--- src/rtl/sprite_pkg.sv ---
// Shared types, screen constants and the sprite ROM address helper.
package sprite_pkg;

    typedef logic [11:0] rgb12_t;

    localparam int SCREEN_W = 640;
    localparam int SCREEN_H = 480;

    // Row-major address inside a sprite bitmap; a mirrored sprite reads its columns right to left.
    function automatic int unsigned sprite_rom_addr(
        input int unsigned row,
        input int unsigned col,
        input logic        hflip,
        input int unsigned width
    );
        int unsigned c;
        c = hflip ? (width - 1 - col) : col;
        return row * width + c;
    endfunction

endpackage

--- src/rtl/sprite_hit_addr.sv ---
// Per-sprite stage-0 logic: decides whether the current pixel lies inside
// the sprite box and, if so, which ROM word holds its colour.
module sprite_hit_addr
    import sprite_pkg::*;
#(
    parameter int SPR_W = 40,
    parameter int SPR_H = 50,
    parameter int AW    = 11
) (
    input  logic [9:0]    draw_x,
    input  logic [9:0]    draw_y,
    input  logic [9:0]    x,
    input  logic [9:0]    y,
    input  logic          en,
    input  logic          hflip,
    output logic          hit,
    output logic [AW-1:0] addr
);

    // One extra bit keeps x + SPR_W from wrapping back to the left edge.
    logic [10:0] px, py, x0, y0, x1, y1;
    logic        in_x, in_y, on_screen;

    assign px = {1'b0, draw_x};
    assign py = {1'b0, draw_y};
    assign x0 = {1'b0, x};
    assign y0 = {1'b0, y};
    assign x1 = x0 + 11'(SPR_W);
    assign y1 = y0 + 11'(SPR_H);

    assign in_x      = (px >= x0) && (px < x1);
    assign in_y      = (py >= y0) && (py < y1);
    assign on_screen = (px < 11'(SCREEN_W)) && (py < 11'(SCREEN_H));
    assign hit       = en && in_x && in_y && on_screen;

    // Address is only meaningful on a hit; otherwise park it at zero.
    always_comb begin
        addr = '0;
        if (hit) begin
            addr = AW'(sprite_rom_addr(32'(py - y0), 32'(px - x0), hflip, SPR_W));
        end
    end

endmodule

--- src/rtl/sprite_compositor.sv ---
// Sprite compositor: overlays N_SPR ROM-backed sprites on a background
// stream with a fixed three-cycle latency and reports per-frame collisions.
module sprite_compositor
    import sprite_pkg::*;
#(
    parameter int     N_SPR = 4,
    parameter int     SPR_W = 40,
    parameter int     SPR_H = 50,
    parameter int     AW    = 11,
    parameter rgb12_t KEY   = 12'h000
) (
    input  logic                       vga_clk,
    input  logic                       reset,
    input  logic [9:0]                 DrawX,
    input  logic [9:0]                 DrawY,
    input  logic                       blank,
    input  logic [N_SPR-1:0][9:0]      spr_x,
    input  logic [N_SPR-1:0][9:0]      spr_y,
    input  logic [N_SPR-1:0]           spr_en,
    input  logic [N_SPR-1:0]           spr_hflip,
    output logic [N_SPR-1:0][AW-1:0]   rom_addr,
    input  logic [N_SPR-1:0][11:0]     rom_data,
    input  logic [11:0]                bg_rgb,
    output logic [3:0]                 red,
    output logic [3:0]                 green,
    output logic [3:0]                 blue,
    output logic [N_SPR-1:0]           collision
);

    logic [N_SPR-1:0]         hit_s0, hit_s1, hit_s2;
    logic [N_SPR-1:0][AW-1:0] addr_s0;
    logic                     frame_s0, frame_s1, frame_s2;
    logic                     blank_s1, blank_s2;
    logic [N_SPR-1:0]         opaque, overlap, acc;
    logic [3:0]               n_opaque;
    rgb12_t                   winner, pix_s2;

    for (genvar g = 0; g < N_SPR; g++) begin : g_spr
        sprite_hit_addr #(
            .SPR_W (SPR_W),
            .SPR_H (SPR_H),
            .AW    (AW)
        ) u_hit_addr (
            .draw_x (DrawX),
            .draw_y (DrawY),
            .x      (spr_x[g]),
            .y      (spr_y[g]),
            .en     (spr_en[g]),
            .hflip  (spr_hflip[g]),
            .hit    (hit_s0[g]),
            .addr   (addr_s0[g])
        );
    end

    assign frame_s0 = (DrawX == 10'd0) && (DrawY == 10'd0);

    // S1/S2: register ROM addresses, then carry hit/blank/frame along until rom_data arrives.
    always_ff @(posedge vga_clk) begin
        if (reset) begin
            rom_addr <= '0;
            hit_s1   <= '0;
            hit_s2   <= '0;
            blank_s1 <= 1'b0;
            blank_s2 <= 1'b0;
            frame_s1 <= 1'b0;
            frame_s2 <= 1'b0;
        end else begin
            rom_addr <= addr_s0;
            hit_s1   <= hit_s0;
            hit_s2   <= hit_s1;
            blank_s1 <= blank;
            blank_s2 <= blank_s1;
            frame_s1 <= frame_s0;
            frame_s2 <= frame_s1;
        end
    end

    // Priority select: scanning from the top index down leaves the lowest opaque sprite as winner.
    always_comb begin
        opaque   = '0;
        n_opaque = '0;
        winner   = bg_rgb;
        for (int i = N_SPR - 1; i >= 0; i--) begin
            if (hit_s2[i] && (rom_data[i] != KEY)) begin
                opaque[i] = 1'b1;
                n_opaque  = n_opaque + 4'd1;
                winner    = rom_data[i];
            end
        end
        pix_s2  = blank_s2 ? winner : '0;
        overlap = (blank_s2 && (n_opaque >= 4'd2)) ? opaque : '0;
    end

    // S3: output pixel, collision accumulation, and frame-boundary hand-off of the accumulator.
    always_ff @(posedge vga_clk) begin
        if (reset) begin
            red       <= '0;
            green     <= '0;
            blue      <= '0;
            acc       <= '0;
            collision <= '0;
        end else begin
            {red, green, blue} <= pix_s2;
            if (frame_s2) begin
                collision <= acc;
                acc       <= overlap;
            end else begin
                acc <= acc | overlap;
            end
        end
    end

endmodule
--- config.mk ---
export PLATFORM = sky130hd
export DESIGN_NAME = sprite_compositor
export DESIGN_NICKNAME = d
export VERILOG_FILES = /design/src/rtl/sprite_pkg.sv /design/src/rtl/sprite_hit_addr.sv /design/src/rtl/sprite_compositor.sv
export SDC_FILE = /design/constraint.sdc
export NUM_CORES = 1
export LEC_CHECK = 0
export ABC_AREA = 0
export BUFFER_PORTS_ARGS = -buffer_cell sky130_fd_sc_hd__buf_2
export CAP_MARGIN = 20
export CORE_ASPECT_RATIO = 1.5
export CORE_UTILIZATION = 59
export CTS_CLUSTER_DIAMETER = 40
export DETAILED_ROUTE_END_ITERATION = 7
export GPL_TIMING_DRIVEN = 1
export PLACE_DENSITY = 0.85
export RECOVER_POWER = 50
export SLEW_MARGIN = 10
export SYNTH_ARGS = -nofsm -noshare
export SYNTH_HDL_FRONTEND = slang
export SYNTH_SLANG_ARGS = --single-unit
--- constraint.sdc ---
create_clock -name vga_clk -period 13.35 [get_ports vga_clk]
set_input_delay 2.67 -clock vga_clk [delete_from_list [all_inputs] [get_ports vga_clk]]
set_output_delay 2.67 -clock vga_clk [all_outputs]
set_load 0.005 [all_outputs]
==> results of run 1 <==
==> layer usage <==
| metal | routed length, µm | track usage [%] | vias to the layer above |
|---|---|---|---|
| li1 | - | - | 5312 |
| met1 | 10900 | 30.1 | 4840 |
| met4 | 1710 | 19.7 | 2 |
| met2 | 15500 | 59.8 | 433 |
| met5 | 10 | 0 | - |
| met3 | 2080 | 5.68 | 118 |
==> flip-flops by register name, summed over array words and instances, names as in the netlist, 4 cells and up <==
signal     count
rom_addr      44
blue           4
red            4
hit_s1         4
green          4
collision      4
acc            4
hit_s2         4
==> through the flow <==
stage	hold WS, ps	cells	setup slack [ps]	util, %
3_3_place_gp	416	1824	6620	68.5
2_1_floorplan	414	1368	7110	-
3_5_place_dp	440	1824	6450	68.5
4_1_cts	452	1840	6780	70.1
5_1_grt	462	1840	6490	70.0
6_report	444	1841	6770	70.0
==> final cells by class <==
| type | instances | area [µm²] | share of cell area, % |
|---|---|---|---|
| flip-flops and latches | 76 | 1520 | 12.0 |
| multi-input cells | 1119 | 8840 | 69.8 |
| clock buffers | 9 | 225 | 1.78 |
| diodes | 1 | 2.50 | 0.0198 |
| well taps | 248 | 310 | 2.45 |
| inverters | 148 | 556 | 4.39 |
| clock inverters | 7 | 67.6 | 0.534 |
| repair buffers | 233 | 1140 | 9.02 |
==> critical path, cell delays in order <==
cell	delay [ps]
buf_2	110
inv_1	270
ha_1	230
inv_1	50
fa_1	400
a21oi_1	200
inv_1	60
a21oi_1	190
xor2_1	250
ha_1	270
nand2_1	60
o21ai_0	110
ha_1	300
a21o_1	190
a21oi_1	160
nor2b_1	80
o21a_1	180
o41ai_1	310
xnor3_1	270
xor3_1	370
nor2_1	120
==> path summary, 6_finish.rpt <==
kind / depth (start not counted) / endpoint / start / slack [ps]
worst max-delay path: 21 / rom_addr[32]$_SDFF_PP0_ / DrawX[0] / 6770
worst min-delay path: 1 / hit_s2[2]$_SDFF_PP0_ / hit_s1[2]$_SDFF_PP0_ / 440
worst max register to register: 10 / acc[2]$_SDFF_PP0_ / hit_s2[2]$_SDFF_PP0_ / 10840
worst min register to register: 1 / hit_s2[2]$_SDFF_PP0_ / hit_s1[2]$_SDFF_PP0_ / 440
==> cell usage in the layout, fill, tap and decap left out, types with 4 or more instances in the layout <==
master	instances
dfxtp_1	76
o31ai_1	10
o21bai_1	12
xnor3_1	4
buf_2	205
or3_1	5
o211ai_1	21
o21ai_1	6
xor2_1	45
or2_2	5
and3_1	8
nand3_1	23
a211oi_1	6
nand2_1	65
xnor2_1	106
a211o_1	6
nor4_1	27
nor2_1	111
nor3_1	43
a21o_1	38
o21a_1	13
ha_1	223
mux2i_1	15
a31oi_1	13
nor2b_1	34
nand3b_1	4
clkbuf_1	25
o41ai_1	5
o2111ai_1	6
clkbuf_16	9
a21oi_1	99
inv_1	147
nand4_1	17
o31a_1	6
fa_1	16
nand2b_1	18
o21ai_0	57
==> where the power goes <==
part	total (W)	leakage (nW)	internal (W)	switching, W
Sequential	0.000230	0.613	0.000229	0.000000774
Combinational	0.00100	5.55	0.000504	0.000497
Clock	0.000245	0.140	0.000130	0.000114
Total	0.00147	6.30	0.000863	0.000612
==> logic make-up after synthesis <==
logic type / after synthesis / synth area share (%)
AO/OA/AOI/OAI: 326 / 19.3
adder cells (fa/ha/maj): 239 / 28.3
flip-flops: 76 / 13.8
multiplexers: 16 / 1.47
XOR/XNOR: 160 / 13.8
buffers and inverters: 173 / 5.97
AND/OR/NAND/NOR: 378 / 17.4
==> results.md, run 1 <==
- Die area: 19200 µm²
- Pwr Total: 0.00147 W
- Post-route cell area: 12700 µm²
- Post-CTS sizing: 0
- Clock buffer depth: 2
- Vias in the first global route: 10500
- Fin. Hold Viols: 0
- Crit end category: flop
- Post-route minimum period: 6580 ps
- Starting Density: 60.8%
- Post-synth net total: 1778
- Rows: 60
- Fin. max-slew vios: 0
- Remaining routing DRC violations: 0
- Layout cells sized above 1: 15.6%
- Peak supply drop: 0.0000837 V
- Number of port buffers: 230
- Asr flop ratio synth: 0%
- RSZ-0062 raised after global routing: false
- DR pass1 iterations: 5
- Post-CTS Setup Bufs: 0
- Num CTS Buffers: 9
- Synth cell types: 71
- CORE AREA: 18100 µm²
- Netlist Area Pre-Place: 11000 µm²
- Setup-failing EPs final: 0
- Relative slew slack: 38.7%
- Most common cell in the netlist: ha_1
- Synth Register Bits: 76
- Worst Hold Class: reg -> reg
- Fillers: 1497
- Nets@finish: 1997
- Die height: 169 µm
- Leakage: 6.30 nW
- Skew final: 7.76 ps
- Vias: 10700
- Post-synthesis sequential area ratio: 13.8%
- Syn Area/Cell: 8.05 µm²
- Post-Syn Instances: 1368
- CP Class: in -> reg
- Routed wire length: 30100 µm
- Die width: 114 µm
- Top cells by area, synth: ha_1 (25%), dfxtp_1 (14%), xnor2_1 (8.4%)
- Post-synth top area cell: ha_1
- Dpl hpwl: 25000 µm
- Total GRT Usage: 31.2%
- Final ANT Viol Nets: 0
- Pwr dens: 116 nW/µm²
- Initial DRC Count: 452
- H-tree depth: 3
- CTS Sinks: 76
- Gpl congestion: 0.950
- First-pass GRT wire length: 47600 µm
- Synth warn: 0
- Root Driver: clkbuf_16
- Area Growth Syn to Fin: 15.0%
- I/O Pins: 231
- Congestion Overflow GR: 0
- Startpoint types: primary input
- Initial antenna violation count: 2
- CP Max Fanout: 4
- Hold buffers post-CTS: 0
- Top_reg_cell synth: dfxtp_1
- DR WL/cell: 16.4 µm
- Peak Freq: 152 MHz
- Worst-Skew Late Latency: 350 ps
- Worst EP arrival: 6850 ps
- CTS tree: done
- Period utilization: 49.3%
- Placement Cell Area: 12400 µm²
- Critical Path RT: 13630 ps
- Slew @ Worst Pin: 916 ps
- Post-synth EDFFs: 0
- Most common library cells after synthesis: ha_1 (223), inv_1 (147), nor2_1 (111)
- Status: finished clean
- Max-Cap Viols: 0
- Vias/cell: 5.81
- Clk slew on worst S/H paths: 70 ps
- Largest net degree at the start of global routing: 27
- Setup TNS: 0 ps
- Top cell type's share of synthesized area: 25.3%
Power figures use the tool's default switching activity.
==> run 2, diff against run 1 <==
Settings changed: CORE_UTILIZATION 59 to 57, PLACE_DENSITY 0.85 to 0.83.
Clock period 13.35 ns to 6.59 ns, I/O delays scaled along.
==> results.md, run 2 (synthesis gave the netlist of run 1 again) <==
- M3 GR Usage: 5.82% (+0.14 points)
- Most flops, register: rom_addr
- Sequential Area: 1520 µm² (unchanged)
- Most frequent cells in the layout: ha_1 (223), buf_2 (191), inv_1 (147)
- Final ANT Viol Nets: 0 (unchanged)
- Clock buffer depth: 2 (unchanged)
- Pwr dens: 236 nW/µm² (+100%)
- Congestion Overflow GR: 0 (unchanged)
- Die width: 115 µm (+1.7%)
- Busiest layer in global routing: met2
- DR WL/cell: 16.5 µm (+0.84%)
- Layout cells sized above 1: 14.6% (-0.93 points)
- NetSw: 0.00124 W (+100%)
- R2R depth: 9 (-1)
- Clock power frac: 16.6% (about the same)
- Vias in the first global route: 10500 (-0.74%)
- Hold buffers post-CTS: 0 (unchanged)
- Starting Density: 58.9% (-2.0 points)
- Top Family by Delay on Critical Path: compound AO/OA/AOI/OAI gates
- Worst Hold Class: reg -> reg
- Initial DRC Count: 359 (-21%)
- Crit path largest cell delay: 400 ps (about the same)
- Initial antenna violation count: 3 (+1)
- Footprint of the multi-input gates: 8840 µm² (unchanged)
- Reg power frac: 15.6% (about the same)
- Leakage: 6.23 nW (-1.1%)
- Max-Cap Viols: 0 (unchanged)
- Vias/cell: 5.79 (-0.49%)
- CP Depth: 21 (unchanged)
- Critical path cell sequence: buf_2, inv_1, ha_1, inv_1, fa_1, a21oi_1, inv_1, a21oi_1, xor2_1, ha_1, nand2_1, o21ai_0, ha_1, a21o_1, a21oi_1, nor2b_1, o21a_1, o41ai_1, xnor3_1, xor3_1, nor2_1
- Switching power share of the total: 41.5% (about the same)
- Worst-Skew Late Latency: 360 ps (about the same)
- Setup TNS: 0 ps (unchanged)
- Min-Delay Startpoint: hit_s1[2]$_SDFF_PP0_
- CORE AREA: 18700 µm² (+3.4%)
- Crit end category: flop
- CP Max Fanout: 4 (unchanged)
- Remaining routing DRC violations: 0 (unchanged)
- Fin. max-slew vios: 0 (unchanged)
- DR pass1 iterations: 4 (-1)
- Die height: 172 µm (+1.7%)
- I/O Pins: 231 (unchanged)
- Setup-failing EPs final: 0 (unchanged)
- Clk slew on worst S/H paths: 60 ps (about the same)
- Critical Path RT: 6880 ps (-6750 ps)
- Routed wire length: 30500 µm (+1.1%)
- Reg-to-Reg End: acc[3]$_SDFF_PP0_
- Post-CTS Setup Bufs: 0 (unchanged)
- Worst EP arrival: 5540 ps (-1310 ps)
- Root Driver: clkbuf_16
- Peak Freq: 190 MHz
- Worst path slowest cell: fa_1
- FF-to-FF setup slack: 3800 ps (-7040 ps)
- Gpl congestion: 0.933 (-1.7%)
- Critical Path Sink: rom_addr[32]$_SDFF_PP0_
- Nets@finish: 1996 (-0.050%)
- Comb pwr share: 67.8% (about the same)
- Commonest non-fill, non-tap cell in the layout: ha_1
- Largest register FFs: 44 (unchanged)
- Hold slack: 439 ps (-5.79 ps)
- Period utilization: 79.7%
- Met1 Use GR: 32.1% (+2.0 points)
- RSZ-0062 raised after global routing: false
- Dpl hpwl: 24900 µm (-0.60%)
- Relative slew slack: 34.2% (-4.5 points)
- Total GRT Usage: 31.2% (about the same)
- First-pass GRT wire length: 48200 µm (+1.1%)
- Vias: 10700 (-0.21%)
- Peak supply drop: 0.000140 V (+67%)
- Fin. Hold Viols: 0 (unchanged)
- Number of port buffers: 230 (unchanged)
- Skew final: 10.8 ps (+3.00 ps)
- H-tree depth: 3 (unchanged)
- Internal: 0.00174 W (+100%)
- Largest net degree at the start of global routing: 27 (unchanged)
- Startpoint types: primary input
- CTS tree: done
- WP buf/inv: 4 (unchanged)
- CP Class: in -> reg
- Area Growth Syn to Fin: 14.8%
- Post-route minimum period: 5250 ps
- Slew @ Worst Pin: 984 ps (+67.9 ps)
- Critical R2R Launch: hit_s2[3]$_SDFF_PP0_
- Die area: 19900 µm² (+3.5%)
- Rows: 61 (+1.7%)
- Post-CTS sizing: 0 (unchanged)
- CTS Sinks: 76 (unchanged)
- Fillers: 1612 (+7.7%)
- Worst setup path start: DrawX[0]
- Status: finished clean
- Global-route track usage on met2: 57.6% (-2.1 points)
- Num CTS Buffers: 9 (unchanged)
[run 2: cell count changes in the layout (fill, tap and decap cells not counted), sizes merged]
| cell | delta |
|---|---|
| clkinvlp | +1 |
| clkbuf | +14 |
| inv | +1 |
| clkinv | -2 |
| buf | -15 |
| diode | +2 |
[run 2: stage by stage]
stage	area [µm²]	utilization, %	instances	total power, W	worst slack [ps]
5_1_grt	12600	67.5	1843	0.00323	995
6_report	12600	67.6	1846	0.00298	1340
3_3_place_gp	12400	66.3	1827	0.00241	1160
3_5_place_dp	12400	66.3	1827	0.00248	1020
4_1_cts	12700	67.8	1843	0.00299	1380
2_1_floorplan	11000	-	1368	0.00208	1700
[run 2: worst min path at each step]
stage	to	slack, ps	depth (start not counted)
final	hit_s2[2]$_SDFF_PP0_	440	1
after detailed placement	hit_s2[2]$_SDFF_PP0_	430	1
after global placement	hit_s2[0]$_SDFF_PP0_	420	1
after global routing	hit_s2[2]$_SDFF_PP0_	460	1
after CTS	hit_s2[2]$_SDFF_PP0_	440	1
after floorplan	blank_s2$_SDFF_PP0_	410	1
[run 2: final cells by class]
class | count | share of cell area [%]
diodes | 3 | 0.0594
clock buffers | 9 | 1.78
clock inverters | 7 | 0.455
inverters | 148 | 4.40
multi-input cells | 1119 | 69.9
flip-flops and latches | 76 | 12.0
well taps | 252 | 2.50
repair buffers | 232 | 8.84
[run 2: power by group through the flow]
stage	combinational (W)	clock, W	sequential, W
3_3_place_gp	0.00194	0	0.000476
4_1_cts	0.00202	0.000503	0.000465
5_1_grt	0.00224	0.000524	0.000466
6_report	0.00202	0.000495	0.000466
2_1_floorplan	0.00160	0	0.000476
3_5_place_dp	0.00200	0	0.000476
[run 2: routing by layer]
metal / routed length [µm] / vias up / share of wire [%]
met2: 15300 / 355 / 50
met5: 0 / - / 0
met3: 1850 / 96 / 6.1
met4: 1700 / 0 / 5.6
li1: - / 5311 / -
met1: 11600 / 4920 / 38
==> run 3, diff against run 2 <==
Settings changed: ABC_AREA 0 to 1, CORE_UTILIZATION 57 to 58.
Clock period 6.59 ns to 4.9 ns, I/O delays scaled along.
==> results.md, run 3 <==
- Largest register FFs: 44 (unchanged)
- CTS tree: done
- Worst EP arrival: 4740 ps (-800 ps)
- Netlist Area Pre-Place: 11900 µm² (+8.0%)
- Largest net degree at the start of global routing: 26 (-3.7%)
- Slew @ Worst Pin: 964 ps (-19.5 ps)
- Worst Hold Class: reg -> reg
- Nets@finish: 2435 (+22%)
- Post-synth net total: 2205 (+24%)
- Pwr Total: 0.00405 W (+36%)
- Commonest non-fill, non-tap cell in the layout: nand2_1
- Setup-failing EPs final: 0 (unchanged)
- Clock power frac: 18.6% (+2.0 points)
- Relative slew slack: 35.7% (+1.5 points)
- Asr flop ratio synth: 0% (unchanged)
- Startpoint types: primary input
- Place WS: 143 ps (-876 ps)
- DR pass1 iterations: 6 (+2)
- Initial antenna violation count: 0 (-3)
- Period utilization: 90.7%
- Leakage: 7.75 nW (+24%)
- Synth cell types: 47 (-34%)
- CP Max Fanout: 4 (unchanged)
- Routed wire length: 33500 µm (+9.8%)
- Hold buffers post-CTS: 0 (unchanged)
- Post-route minimum period: 4450 ps
- Layout cells sized above 1: 14.5% (-0.16 points)
- DR WL/cell: 14.6 µm (-12%)
- Final WS setup: 455 ps (-883 ps)
- Clk slew on worst S/H paths: 70 ps (about the same)
- Most flops, register: rom_addr
- Vias in the first global route: 11800 (+13%)
- Num CTS Buffers: 9 (unchanged)
- Critical R2R Launch: hit_s2[2]$_SDFF_PP0_
- Peak supply drop: 0.000224 V (+60%)
- Clock buffer depth: 2 (unchanged)
- Die height: 177 µm (+3.0%)
- Worst-Skew Late Latency: 360 ps (about the same)
- CTS Sinks: 76 (unchanged)
- Hold endpoint: blank_s2$_SDFF_PP0_
- Setup TNS: 0 ps (unchanged)
- Top cells by area, synth: ha_1 (23%), dfxtp_1 (13%), nand2_1 (12%)
- Gpl congestion: 0.984 (+5.5%)
- Post-CTS Setup Bufs: 0 (unchanged)
- Congestion Overflow GR: 0 (unchanged)
- Post-synth EDFFs: 0 (unchanged)
- Syn Area/Cell: 6.63 µm² (-18%)
- Die width: 119 µm (+3.0%)
- Total GRT Usage: 32.1% (+0.99 points)
- Post-synth top area cell: ha_1
- Most common cell in the netlist: nand2_1
- Vias: 12500 (+17%)
- Skew final: 13.5 ps (+2.71 ps)
- Internal: 0.00216 W (+24%)
- Vias/cell: 5.44 (-6.0%)
- Reg power frac: 15.4% (-0.2 points)
- R2R depth: 13 (+4)
- Dpl hpwl: 27800 µm (+12%)
- Post-CTS sizing: 0 (unchanged)
- Switching power share of the total: 46.6% (+5.1 points)
- FF-to-FF setup slack: 2660 ps (-1140 ps)
- Comb pwr share: 65.9% (-1.9 points)
- Hold slack: 395 ps (-43.8 ps)
- Initial DRC Count: 629 (+75%)
- Most common library cells after synthesis: nand2_1 (390), inv_1 (301), ha_1 (223)
- Synth warn: 0 (unchanged)
- Status: finished clean
- Pwr dens: 298 nW/µm² (+26%)
- H-tree depth: 3 (unchanged)
- Root Driver: clkbuf_16
- Most frequent cells in the layout: nand2_1 (390), inv_1 (301), ha_1 (223)
- Post-synthesis sequential area ratio: 12.8% (-1.0 points)
- Ant diodes: 0 (-3)
- Peak Freq: 225 MHz
- Final ANT Viol Nets: 0 (unchanged)
- Top cell type's share of synthesized area: 23.5% (-1.9 points)
- Hold Crit Depth: 2 (+1)
- Crit end category: flop
- Post-route cell area: 13600 µm² (+7.7%)
- First-pass GRT wire length: 53700 µm (+12%)
- Synth Register Bits: 76 (unchanged)
- Post-Syn Instances: 1795 (+31%)
- Fin. max-slew vios: 0 (unchanged)
- Area Growth Syn to Fin: 14.4%
- Reg-to-Reg End: acc[0]$_SDFF_PP0_
- Number of port buffers: 230 (unchanged)
- Fin. Hold Viols: 0 (unchanged)
- CORE AREA: 19900 µm² (+6.7%)
- RSZ-0062 raised after global routing: false
- Critical Path RT: 5200 ps (-1680 ps)
- Top_reg_cell synth: dfxtp_1
- Min-Delay Startpoint: blank_s1$_SDFF_PP0_
- CP Class: in -> reg
- Max-Cap Viols: 0 (unchanged)
- Starting Density: 59.6% (+0.76 points)
- Placement Cell Area: 13300 µm² (+7.4%)
- NetSw: 0.00189 W (+52%)
- Die area: 21100 µm² (+6.1%)
- I/O Pins: 231 (unchanged)
- Remaining routing DRC violations: 0 (unchanged)
- Rows: 63 (+3.3%)
[run 3: power by group through the flow]
stage                     Combinational, W  Clock [W]  Sequential [W]
after CTS                          0.00265   0.000767        0.000625
final                              0.00267   0.000754        0.000626
after global placement             0.00254          0        0.000639
after detailed placement           0.00263          0        0.000639
after global routing               0.00303   0.000791        0.000626
after floorplan                    0.00206          0        0.000640
[run 3: final cells by class]
| class | instances | area, µm² |
|---|---|---|
| clock buffer | 11 | 243 |
| clock inverter | 5 | 82.6 |
| fill | 1797 | 6330 |
| inverter | 311 | 1170 |
| multi-input combinational | 1393 | 9120 |
| sequential | 76 | 1520 |
| tap | 260 | 325 |
| timing repair buffer | 234 | 1150 |
[run 3: worst max-delay path by stage]
stage / from / end / slack [ps] / cells after the start
CTS: DrawY[0] / rom_addr[32]$_SDFF_PP0_ / 530 / 24
global route: DrawX[1] / rom_addr[10]$_SDFF_PP0_ / 200 / 20
floorplan: DrawY[0] / rom_addr[32]$_SDFF_PP0_ / 650 / 23
finish: DrawY[0] / rom_addr[32]$_SDFF_PP0_ / 450 / 24
global placement: DrawY[0] / rom_addr[32]$_SDFF_PP0_ / 270 / 24
detailed placement: DrawY[0] / rom_addr[32]$_SDFF_PP0_ / 140 / 24
[run 3: metrics by stage]
| stage | std cells | util [%] |
|---|---|---|
| finish | 2290 | 68.2 |
| global route | 2290 | 68.2 |
| CTS | 2290 | 68.4 |
| detailed placement | 2274 | 66.8 |
| global placement | 2274 | 66.8 |
| floorplan | 1795 | - |
[run 3: routing by layer]
layer | up-vias | track usage [%] | wire length (µm)
met3 | 124 | 5.78 | 2030
met4 | 0 | 23.8 | 2330
met2 | 414 | 59.5 | 16700
met5 | - | 0 | 0
met1 | 5577 | 31.9 | 12400
li1 | 6335 | - | -
[run 3: logic make-up (layout without fill, tap and decap cells)]
family / Yosys count / count (layout) / synth area share [%]
AOI/OAI and AO/OA: 257 / 257 / 12.3
xor gates and xnor gates: 131 / 131 / 9.71
adders and majority gates: 239 / 239 / 26.2
buffers and inverters: 326 / 561 / 10.6
DFF: 76 / 76 / 12.8
and+or+nand+nor: 766 / 766 / 28.5
[run 3: critical path, cell delays in order]
cell and delay (ps):
buf_2 110, inv_1 190, ha_1 210, inv_1 80
fa_1 400, nand2_1 80, nand2_1 50, a21oi_1 190
inv_1 60, a21oi_1 120, o21bai_1 80, xor2_1 150
ha_1 300, ha_1 340, xor2_1 180, ha_1 340
a21oi_1 180, o21ai_0 110, a31oi_1 190, nand3b_1 140
nand2_1 70, inv_1 50, nand2_1 50, a21oi_1 110
